<file path="src/rtl/brwm_seq.sv">
// rtl/brwm_seq.sv - BRWM self-test sequencer: fill with a pattern, read back, compare, report.
// Define BRWM_SEQ_LFSR_EN for an 8-bit Galois LFSR pattern instead of an incrementing one.
module brwm_seq #(
  parameter int                DATA_W = 8,
  parameter int                DEPTH  = 256,
  parameter logic [DATA_W-1:0] SEED   = 8'h01
) (
  input  logic              clk,
  input  logic              rst_n,
  input  logic              start,
  input  logic              stall,
  output logic              mem_on_off,
  output logic              mem_rw,
  output logic              mem_clear,
  output logic              mem_pause,
  output logic [DATA_W-1:0] mem_wdata,
  input  logic [DATA_W-1:0] mem_rdata,
  input  logic              mem_done,
  output logic              busy,
  output logic              finished,
  output logic              pass,
  output logic              fail,
  output logic              timeout,
  output logic [7:0]        err_count
);

  localparam int WD_W = $clog2(DEPTH + 5);
  // Watchdog value seen on the cycle that would be the (DEPTH+4)th issued word.
  localparam logic [WD_W-1:0] WD_LAST = WD_W'(DEPTH + 3);

  typedef enum logic [2:0] {
    S_IDLE, S_CLEAR, S_WRITE, S_TURN, S_READ, S_DRAIN, S_DONE
  } state_t;

  state_t            state, state_n;
  logic [DATA_W-1:0] pat, pat_step;
  logic [WD_W-1:0]   wd;
  logic              cmp_valid;
  logic [DATA_W-1:0] cmp_exp;
  logic [7:0]        err_next;
  logic              issued, wd_fire, timeout_next;

`ifdef BRWM_SEQ_LFSR_EN
  if (DATA_W != 8) begin : g_lfsr_width_check
    $error("brwm_seq: BRWM_SEQ_LFSR_EN requires DATA_W == 8");
  end
  // Right-shifting Galois form of x^8+x^6+x^5+x^4+1.
  assign pat_step = {1'b0, pat[DATA_W-1:1]} ^ (pat[0] ? DATA_W'(8'hB8) : '0);
`else
  assign pat_step = pat + 1'b1;
`endif

  always_comb begin
    state_n    = state;
    mem_on_off = 1'b0;
    mem_rw     = 1'b0;
    mem_clear  = 1'b0;
    mem_pause  = 1'b0;
    mem_wdata  = '0;
    issued     = 1'b0;
    wd_fire    = 1'b0;
    case (state)
      S_IDLE: if (start) state_n = S_CLEAR;
      S_CLEAR: begin
        mem_on_off = 1'b1;
        mem_clear  = 1'b1;
        mem_rw     = 1'b1;
        state_n    = S_WRITE;
      end
      S_WRITE: begin
        mem_on_off = 1'b1;
        mem_rw     = 1'b1;
        mem_pause  = stall;
        mem_wdata  = pat;
        issued     = !stall;
        if (issued && mem_done) state_n = S_TURN;
        else if (issued && wd == WD_LAST) begin
          wd_fire = 1'b1;
          state_n = S_DONE;
        end
      end
      S_TURN: begin
        mem_on_off = 1'b1;
        mem_clear  = 1'b1;
        state_n    = S_READ;
      end
      S_READ: begin
        mem_on_off = 1'b1;
        mem_pause  = stall;
        issued     = !stall;
        if (issued && mem_done) state_n = S_DRAIN;
        else if (issued && wd == WD_LAST) begin
          wd_fire = 1'b1;
          state_n = S_DONE;
        end
      end
      S_DRAIN: state_n = S_DONE;
      S_DONE:  state_n = S_IDLE;
      default: state_n = S_IDLE;
    endcase
  end

  always_comb begin
    err_next = err_count;
    if (cmp_valid && (mem_rdata != cmp_exp) && (err_count != 8'hFF))
      err_next = err_count + 8'd1;
  end

  assign timeout_next = timeout | wd_fire;
  assign busy         = (state != S_IDLE);
  assign finished     = (state == S_DONE);

  always_ff @(posedge clk or negedge rst_n) begin
    if (!rst_n) begin
      state     <= S_IDLE;
      pat       <= '0;
      wd        <= '0;
      cmp_valid <= 1'b0;
      cmp_exp   <= '0;
      err_count <= '0;
      pass      <= 1'b0;
      fail      <= 1'b0;
      timeout   <= 1'b0;
    end else begin
      state <= state_n;
      if (state == S_CLEAR || state == S_TURN) begin
        pat <= SEED;
        wd  <= '0;
      end else if (issued) begin
        pat <= pat_step;
        wd  <= wd + 1'b1;
      end
      // The word issued this cycle is checked against the read data of the next cycle.
      cmp_valid <= (state == S_READ) && issued && !wd_fire;
      cmp_exp   <= pat;
      if (state == S_IDLE && start) begin
        err_count <= '0;
        pass      <= 1'b0;
        fail      <= 1'b0;
        timeout   <= 1'b0;
      end else begin
        err_count <= err_next;
        timeout   <= timeout_next;
        if (state_n == S_DONE && state != S_DONE) begin
          pass <= (err_next == 8'd0) && !timeout_next;
          fail <= !((err_next == 8'd0) && !timeout_next);
        end
      end
    end
  end

endmodule

</file>
<file path="config.mk">
export PLATFORM = sky130hd
export DESIGN_NAME = brwm_seq
export DESIGN_NICKNAME = d
export VERILOG_FILES = /design/src/rtl/brwm_seq.sv
export SDC_FILE = /design/constraint.sdc
export NUM_CORES = 1
export LEC_CHECK = 0
export ABC_CLOCK_PERIOD_IN_PS = 2100
export CORE_MARGIN = 2
export CORE_UTILIZATION = 45
export DETAILED_ROUTE_END_ITERATION = 6
export PLACE_DENSITY = 0.75
export RECOVER_POWER = 50
export SETUP_SLACK_MARGIN = 0.4
export SLEW_MARGIN = 25
export SYNTH_ARGS = -nofsm -noshare
export SYNTH_HDL_FRONTEND = slang
export SYNTH_SLANG_ARGS = --single-unit
</file>
<file path="constraint.sdc">
create_clock -name clk -period 2.1 [get_ports clk]
set_clock_uncertainty 0.1 [all_clocks]
set_input_delay 0.525 -clock clk [delete_from_list [all_inputs] [get_ports clk]]
set_output_delay 0.525 -clock clk [all_outputs]
set_load 0.05 [all_outputs]
</file>
==> flow_summary.yaml, run 1 <==
outcome:
  outcome: "finished, final reports clean"
critical_path:
  reg2reg_slack_ns: 0.09
  worstSetupEndpointType: "primary output"
  critical_path_class: "reg2out"
  worstReg2RegEnd: "wd[7]$_DFFE_PN0P_"
  rr_startpoint: "state[2]$_DFF_PN0_"
  path_max_fanout: 4
  worstSetupStartpointType: "flip-flop"
  timing.critical_path.required_ns: 1.47
  worst_r2r_path_depth: 7
  worstPathArrival_ns: 1.45
clock_network:
  clock_latency_ns: 0.29
  path_clk_slew_ns: 0.08
  hold_fix_buffers_cts: 0
  total_clock_sinks: 40
  clock_tree.root_cell: "sky130_fd_sc_hd__clkbuf_8"
  cts_max_path_buffers: 2
  htree_levels: 2
  cts_tree: "built"
  cts_inserted_buffers: 5
global_route:
  grt_pass1_vias: 1962
  global_route.overflow_total: 0
  first_pass_grt_wire_length_um: 9360
  track_usage_pct: 23.1
  antenna_found_initial: 0
  grt_start_max_net_pins: 31
sta:
  timing_max_transition_violations_final: 0
  tightest_pin_transition_ns: 0.679
  worst_slew_margin_pct: 54.7
  finalWorstPathRequiredPeriod_ns: 2.07
  finalCritPeriodShare_pct: 98.8
  max_freq_mhz: 482
  final_worst_hold_slack_ns: 0.160
  timing.final.ws_setup_ns: 0.0256
  finalHoldViolCount: 0
  unrepaired_setup_endpoints_after_global_routing: "yes"
  setup_viol: 0
synth:
  post_synth_main_area_contributors: "sky130_fd_sc_hd__dfrtp_1, sky130_fd_sc_hd__xor2_1, sky130_fd_sc_hd__nor2_1"
  yosys.cell_types.count: 48
  yosys_most_used_dff: "sky130_fd_sc_hd__dfrtp_1"
  synth-edff-count: 0
  netlist_instances: 217
  synth.cells.most_frequent: "sky130_fd_sc_hd__dfrtp_1, sky130_fd_sc_hd__nor2_1, sky130_fd_sc_hd__xor2_1, sky130_fd_sc_hd__nand2_1, sky130_fd_sc_hd__and2_1"
  synth-seq-area-share_pct: 46.3
  post-synth-top-area-cell: "sky130_fd_sc_hd__dfrtp_1"
  syn-num-nets: 233
  synth.ff_latch_count: 40
  yosys_warnings: 0
  async_flop_share_pct: 100
  avgSynthCellArea_um2: 9.95
  cell_area_after_synthesis_mm2: 0.00216
  synth_most_common_cell: "sky130_fd_sc_hd__dfrtp_1"
  yosysTopAreaCellShare_pct: 46.3
die:
  coreArea_mm2: 0.00466
  dieArea_mm2: 0.00537
  die_x_um: 73.3
  initial_core_util_pct: 46.3
  fp.dieH_um: 73.3
  floorplan.io_pins: 38
  number_of_cell_rows: 25
cells_and_area:
  final_util_pct: 73.3
  final_layout_size_suffix_gt1_share_pct: 49.2
  nFillCells: 314
  final_nets: 316
  num_antenna_cells: 0
  area_grow_syn2layout_pct: 58.2
placement:
  dpl.hpwl_um: 3640
  port_buffers: 37
  gpl.final_weighted_congestion: 0.837
  detailedPlace.worstSlack_ns: -0.452
power:
  leakage_nw: 1.51
  power.ir.vdd_worst_uv: 736
  power.density_mw_per_mm2: 1200
hold_path:
  hp-class: "in2async"
detailed_routing:
  viasPerCell: 5.50
  routed_wl_um: 5730
  via_count: 1951
  remaining_drc_errors: 0
  drt_first_iter_violations: 102
  ant_nets: 0
  routed_wire_length_per_instance_um: 16.2
  drt_first_pass_iters: 4
run:
  max-cap-violations: 0
==> flip-flops by register name, summed over array words and instances, names as in the netlist <==
register and flops:
cmp_exp 8, cmp_valid 1, err_count 8, fail 1, pass 1, pat 8, state 3, timeout 1
wd 9
==> worst max-delay path, stage by stage (launching register included) <==
cell and delay, ns:
sky130_fd_sc_hd__dfrtp_2 0.46, sky130_fd_sc_hd__buf_12 0.15, sky130_fd_sc_hd__xnor2_4 0.14, sky130_fd_sc_hd__nor2_2 0.11, sky130_fd_sc_hd__and2_4 0.17, sky130_fd_sc_hd__buf_12 0.13
==> cell usage in the layout, fill, tap and decap left out, types with 3 or more instances in the layout <==
cell type / count
sky130_fd_sc_hd__buf_4: 35
sky130_fd_sc_hd__dfrtp_1: 31
sky130_fd_sc_hd__nor2_1: 23
sky130_fd_sc_hd__xor2_1: 21
sky130_fd_sc_hd__buf_6: 18
sky130_fd_sc_hd__buf_12: 13
sky130_fd_sc_hd__and2_4: 12
sky130_fd_sc_hd__dfrtp_2: 8
sky130_fd_sc_hd__nand4_1: 7
sky130_fd_sc_hd__nand2_1: 7
sky130_fd_sc_hd__o21ai_0: 6
sky130_fd_sc_hd__nand2_2: 6
sky130_fd_sc_hd__clkbuf_8: 6
sky130_fd_sc_hd__a21oi_2: 5
sky130_fd_sc_hd__clkdlybuf4s15_1: 5
sky130_fd_sc_hd__a21oi_1: 4
sky130_fd_sc_hd__and3_1: 4
sky130_fd_sc_hd__o21ai_1: 4
sky130_fd_sc_hd__clkbuf_1: 4
sky130_fd_sc_hd__dlygate4sd2_1: 4
sky130_fd_sc_hd__nand2b_1: 3
sky130_fd_sc_hd__inv_1: 3
sky130_fd_sc_hd__nor2_4: 3
sky130_fd_sc_hd__or3_1: 3
==> layer usage <==
metal  share of wire [%]  routed length [µm]  global-route usage (%)  vias to the layer above
met2                  55                3140                    40.2                       46
met1                  40                2300                    27.4                      970
met4                 1.8                 106                    9.47                        0
met3                 3.1                 180                    5.08                       11
met5                   0                   0                       0                        -
li1                    -                   -                       -                      924
==> power breakdown <==
part | total (mW) | switching, mW | internal (mW)
Combinational | 2.49 | 1.26 | 1.23
Sequential | 1.10 | 0.184 | 0.915
Clock | 0.526 | 0.258 | 0.268
Total | 4.11 | 1.70 | 2.41
==> how the worst max path moves through the flow <==
stage / from / endpoint / slack (ns) / cells after the start
after floorplan: err_count[1]$_DFF_PN0_ / fail$_DFFE_PN0P_ / 0.08 / 6
after global placement: mem_rdata[2] / fail$_DFFE_PN0P_ / -0.43 / 8
after detailed placement: mem_rdata[3] / fail$_DFFE_PN0P_ / -0.45 / 8
after CTS: state[2]$_DFF_PN0_ / mem_wdata[4] / 0.03 / 4
after global routing: state[2]$_DFF_PN0_ / mem_wdata[4] / -0.03 / 4
final: state[2]$_DFF_PN0_ / mem_pause / 0.03 / 5
==> what timing repair did <==
| action | 4_1_cts | 5_1_grt |
|---|---|---|
| pin swaps | 41 | 15 |
| setup buffers | 17 | 6 |
| resized for setup | 47 | 32 |
| endpoints found under the setup margin | 44 | 45 |
==> stage by stage <==
step / cell area [µm²] / TNS (ns) / instances / total power [mW]
after floorplan: 2280 / 0 / 217 / 2.34
after global placement: 2910 / -3.34 / 324 / 2.93
after detailed placement: 2910 / -3.96 / 324 / 2.96
after CTS: 3280 / 0 / 349 / 3.87
after global routing: 3420 / -0.220 / 355 / 4.31
final: 3420 / 0 / 355 / 4.11
==> layout make-up <==
class                      count  area [µm²]  area share, %
clock buffer                   8        90.1           2.64
timing repair buffer          82         862           25.2
inverter                       4        15.0          0.439
multi-input combinational    167        1370           40.0
tap                           54        67.6           1.98
sequential                    40        1010           29.7
==> cells by family after synthesis <==
| logic type | Yosys count | share of synthesized area [%] |
|---|---|---|
| AND/OR/NAND/NOR | 99 | 26.0 |
| XOR/XNOR | 25 | 10.1 |
| buffers and inverters | 10 | 2.03 |
| multiplexers | 4 | 1.91 |
| adder cells (fa/ha/maj) | 3 | 1.74 |
| flip-flops | 40 | 46.3 |
| AO/OA/AOI/OAI | 36 | 11.8 |
No activity file was read; power rests on OpenSTA's default activity.
==> inputs of run 2 (changes only) <==
--- a/config.mk
+++ b/config.mk
@@ -5,11 +5,13 @@
 export SDC_FILE = /design/constraint.sdc
 export NUM_CORES = 1
 export LEC_CHECK = 0
+export ABC_AREA = 1
 export ABC_CLOCK_PERIOD_IN_PS = 2100
 export CORE_MARGIN = 2
-export CORE_UTILIZATION = 45
+export CORE_UTILIZATION = 55
+export CTS_BUF_LIST = sky130_fd_sc_hd__clkbuf_8
 export DETAILED_ROUTE_END_ITERATION = 6
-export PLACE_DENSITY = 0.75
+export PLACE_DENSITY = 0.87
 export RECOVER_POWER = 50
 export SETUP_SLACK_MARGIN = 0.4
 export SLEW_MARGIN = 25
==> run 2 against run 1 <==
Compared with the run above:
- the run now ends with negative setup slack left
- sequential cell count is the same
- critical path depth grew 10
- cell area grew 9.0%
- core utilization grew 20 points
- combinational power grew 11%
- synthesized area grew 4.5%
- via count grew 35%
- final cell count grew 22%
- largest cell class unchanged
==> flow_summary.yaml, run 2 <==
detailed_routing:
  via_count: 2632
  routed_wl_um: 8880
  remaining_drc_errors: 0
  routed_wire_length_per_instance_um: 20.5
  drt_first_iter_violations: 265
  drt_first_pass_iters: 7
  ant_nets: 0
  viasPerCell: 6.06
synth:
  post-synth-top-area-cell: "sky130_fd_sc_hd__dfrtp_1"
  yosys_most_used_dff: "sky130_fd_sc_hd__dfrtp_1"
  synth.ff_latch_count: 40
  synth_most_common_cell: "sky130_fd_sc_hd__nand2_1"
  synth-seq-area-share_pct: 44.4
  synth-edff-count: 0
  synth.cells.most_frequent: "sky130_fd_sc_hd__nand2_1, sky130_fd_sc_hd__inv_1, sky130_fd_sc_hd__nor2_1, sky130_fd_sc_hd__dfrtp_1, sky130_fd_sc_hd__nand3_1"
  syn-num-nets: 308
  cell_area_after_synthesis_mm2: 0.00226
  netlist_instances: 292
  avgSynthCellArea_um2: 7.73
  async_flop_share_pct: 100
  post_synth_main_area_contributors: "sky130_fd_sc_hd__dfrtp_1, sky130_fd_sc_hd__nand2_1, sky130_fd_sc_hd__inv_1"
  yosys_warnings: 0
  yosysTopAreaCellShare_pct: 44.4
  yosys.cell_types.count: 33
global_route:
  antenna_found_initial: 0
  track_usage_pct: 30.9
  grt_start_max_net_pins: 22
  grt_pass1_vias: 2299
  first_pass_grt_wire_length_um: 10300
  global_route.overflow_total: 0
placement:
  port_buffers: 37
  dpl.hpwl_um: 4030
  gpl.final_weighted_congestion: 0.864
critical_path:
  reg2reg_slack_ns: 0
  crit_path_end: "fail$_DFFE_PN0P_"
  critical_path_class: "in2reg"
  worstPathArrival_ns: 2.20
  timing.critical_path.required_ns: 2.19
  worst_r2r_path_depth: 13
  worstReg2RegEnd: "fail$_DFFE_PN0P_"
  worstSetupStartpointType: "input pin"
  worstSetupEndpointType: "flip-flop"
  path_max_fanout: 7
  critical_path.startpoint: "mem_rdata[0]"
  rr_startpoint: "err_count[1]$_DFF_PN0_"
cells_and_area:
  max_flop_register: "wd"
  largest_register_ff_count: 9
  final_cell_mix: "sky130_fd_sc_hd__nand2_1, sky130_fd_sc_hd__buf_4, sky130_fd_sc_hd__inv_1"
  final_nets: 399
  final_util_pct: 93.8
  num_antenna_cells: 0
  area_grow_syn2layout_pct: 65.1
  final_layout_size_suffix_gt1_share_pct: 48.2
  mostFrequentLayoutCell: "sky130_fd_sc_hd__nand2_1"
clock_network:
  path_clk_slew_ns: 0.08
  htree_levels: 2
  cts_inserted_buffers: 5
  cts_max_path_buffers: 2
  total_clock_sinks: 40
  hold_fix_buffers_cts: 0
  clock_tree.root_cell: "sky130_fd_sc_hd__clkbuf_8"
  clock_latency_ns: 0.30
  cts_tree: "built"
sta:
  setup_viol: 3
  finalHoldViolCount: 0
  finalCritPeriodShare_pct: 101
  unrepaired_setup_endpoints_after_global_routing: "yes"
  timing.final.ws_setup_ns: -0.0117
  finalWorstPathRequiredPeriod_ns: 2.11
  tightest_pin_transition_ns: 1.02
  max_freq_mhz: 474
  worst_slew_margin_pct: 31.8
  setup_total_negative_slack_ns: -0.0156
  timing_max_transition_violations_final: 0
die:
  coreArea_mm2: 0.00397
  floorplan.io_pins: 38
  number_of_cell_rows: 23
  die_x_um: 68.0
  dieArea_mm2: 0.00463
  initial_core_util_pct: 56.8
  fp.dieH_um: 68.0
power:
  leakage_nw: 1.79
  seq_power_share_pct: 24.8
  power.ir.vdd_worst_uv: 1400
  p_clk_share_pct: 12.0
  cellInternalPower_mw: 2.30
  switching_share_pct: 47.6
  net-switching-power_mw: 2.09
  power.density_mw_per_mm2: 1180
  combinationalPowerShare_pct: 63.2
outcome:
  outcome: "finished with violations"
  failed_checks: "negative setup slack"
hold_path:
  hp-class: "in2async"
run:
  max-cap-violations: 0
[run 2: cell count changes after synthesis, moves of 5 or more]
cell                      change
sky130_fd_sc_hd__nor2_1      +17
sky130_fd_sc_hd__or3_1        -5
sky130_fd_sc_hd__xor2_1      -19
sky130_fd_sc_hd__and2_1      -12
sky130_fd_sc_hd__and3_1       -5
sky130_fd_sc_hd__nand3_1     +18
sky130_fd_sc_hd__inv_1       +41
sky130_fd_sc_hd__nand2_1     +52
[run 2: final cells by class]
type                            count  area [µm²]
Tap cell                           50        62.6
Clock inverter                      3        18.8
Sequential cell                    40        1010
Fill cell                         124         248
Clock buffer                        5        68.8
Timing Repair Buffer               87         910
Inverter                           47         194
Multi-Input combinational cell    202        1460
[run 2: through the flow]
stage	instance area [µm²]	setup WS [ns]	std cells	total power, mW	hold WS, ns
after floorplan	2400	0.00757	292	2.36	0.129
after global routing	3720	-0.134	434	4.55	0.337
after CTS	3340	0.0119	418	3.85	0.0777
final	3720	-0.0117	434	4.39	0.266
after global placement	3030	-0.251	391	3.03	0.290
after detailed placement	3030	-0.355	391	3.08	0.300
[run 2: cell families after synthesis]
| kind of cell | count (synthesis) | share of synthesized area, % |
|---|---|---|
| and+or+nand+nor | 161 | 33.8 |
| xor gates and xnor gates | 10 | 3.88 |
| buffers and inverters | 51 | 9.21 |
| DFF | 40 | 44.4 |
| AOI/OAI and AO/OA | 27 | 7.04 |
| adders and majority gates | 3 | 1.66 |
[run 2: worst min path at each step]
stage                  startpoint  slack (ns)                   end  depth (start not counted)
2_1_floorplan               rst_n        0.13  cmp_exp[0]$_DFF_PN0_                          0
3_3_place_gp   pat[7]$_DFFE_PN0P_        0.29  cmp_exp[7]$_DFF_PN0_                          0
3_5_place_dp   pat[2]$_DFFE_PN0P_        0.30  cmp_exp[2]$_DFF_PN0_                          0
4_1_cts                     rst_n        0.08     wd[1]$_DFFE_PN0P_                          1
5_1_grt        pat[7]$_DFFE_PN0P_        0.34  cmp_exp[7]$_DFF_PN0_                          0
6_report                    rst_n        0.27    pat[0]$_DFFE_PN0P_                          1
[run 2: routing by layer]
layer	track usage (%)	part of all wire [%]
met4	14.0	5.2
met1	34.6	35
met5	0	0
met2	54.9	52
met3	8.22	8.1
[run 2: worst max-delay path, stage by stage]
cell and delay [ns]:
sky130_fd_sc_hd__clkdlybuf4s15_1 0.20, sky130_fd_sc_hd__inv_1 0.08, sky130_fd_sc_hd__nand2_1 0.05, sky130_fd_sc_hd__nand2_1 0.09
sky130_fd_sc_hd__nand2_1 0.07, sky130_fd_sc_hd__nor2_2 0.16, sky130_fd_sc_hd__nand2_4 0.14, sky130_fd_sc_hd__nand3b_1 0.21
sky130_fd_sc_hd__nand2_4 0.09, sky130_fd_sc_hd__inv_4 0.07, sky130_fd_sc_hd__nand2_1 0.07, sky130_fd_sc_hd__nor2_1 0.15
sky130_fd_sc_hd__nand3_1 0.14, sky130_fd_sc_hd__nand2_1 0.09, sky130_fd_sc_hd__nand2_1 0.07
[run 2: what timing repair did]
action	in CTS	in global routing
resized for setup	38	85
cloned	1	0
hold endpoints to repair	0	0
buffers inserted	18	16
setup endpoints to repair	38	43
pin swaps	33	32
[run 2: power groups by stage]
stage               Clock (mW)  Combinational, mW  Sequential, mW
floorplan                    0               1.23            1.13
global placement             0               1.95            1.08
detailed placement           0               1.99            1.09
CTS                      0.523               2.27            1.06
global route             0.554               2.91            1.09
finish                   0.527               2.77            1.09
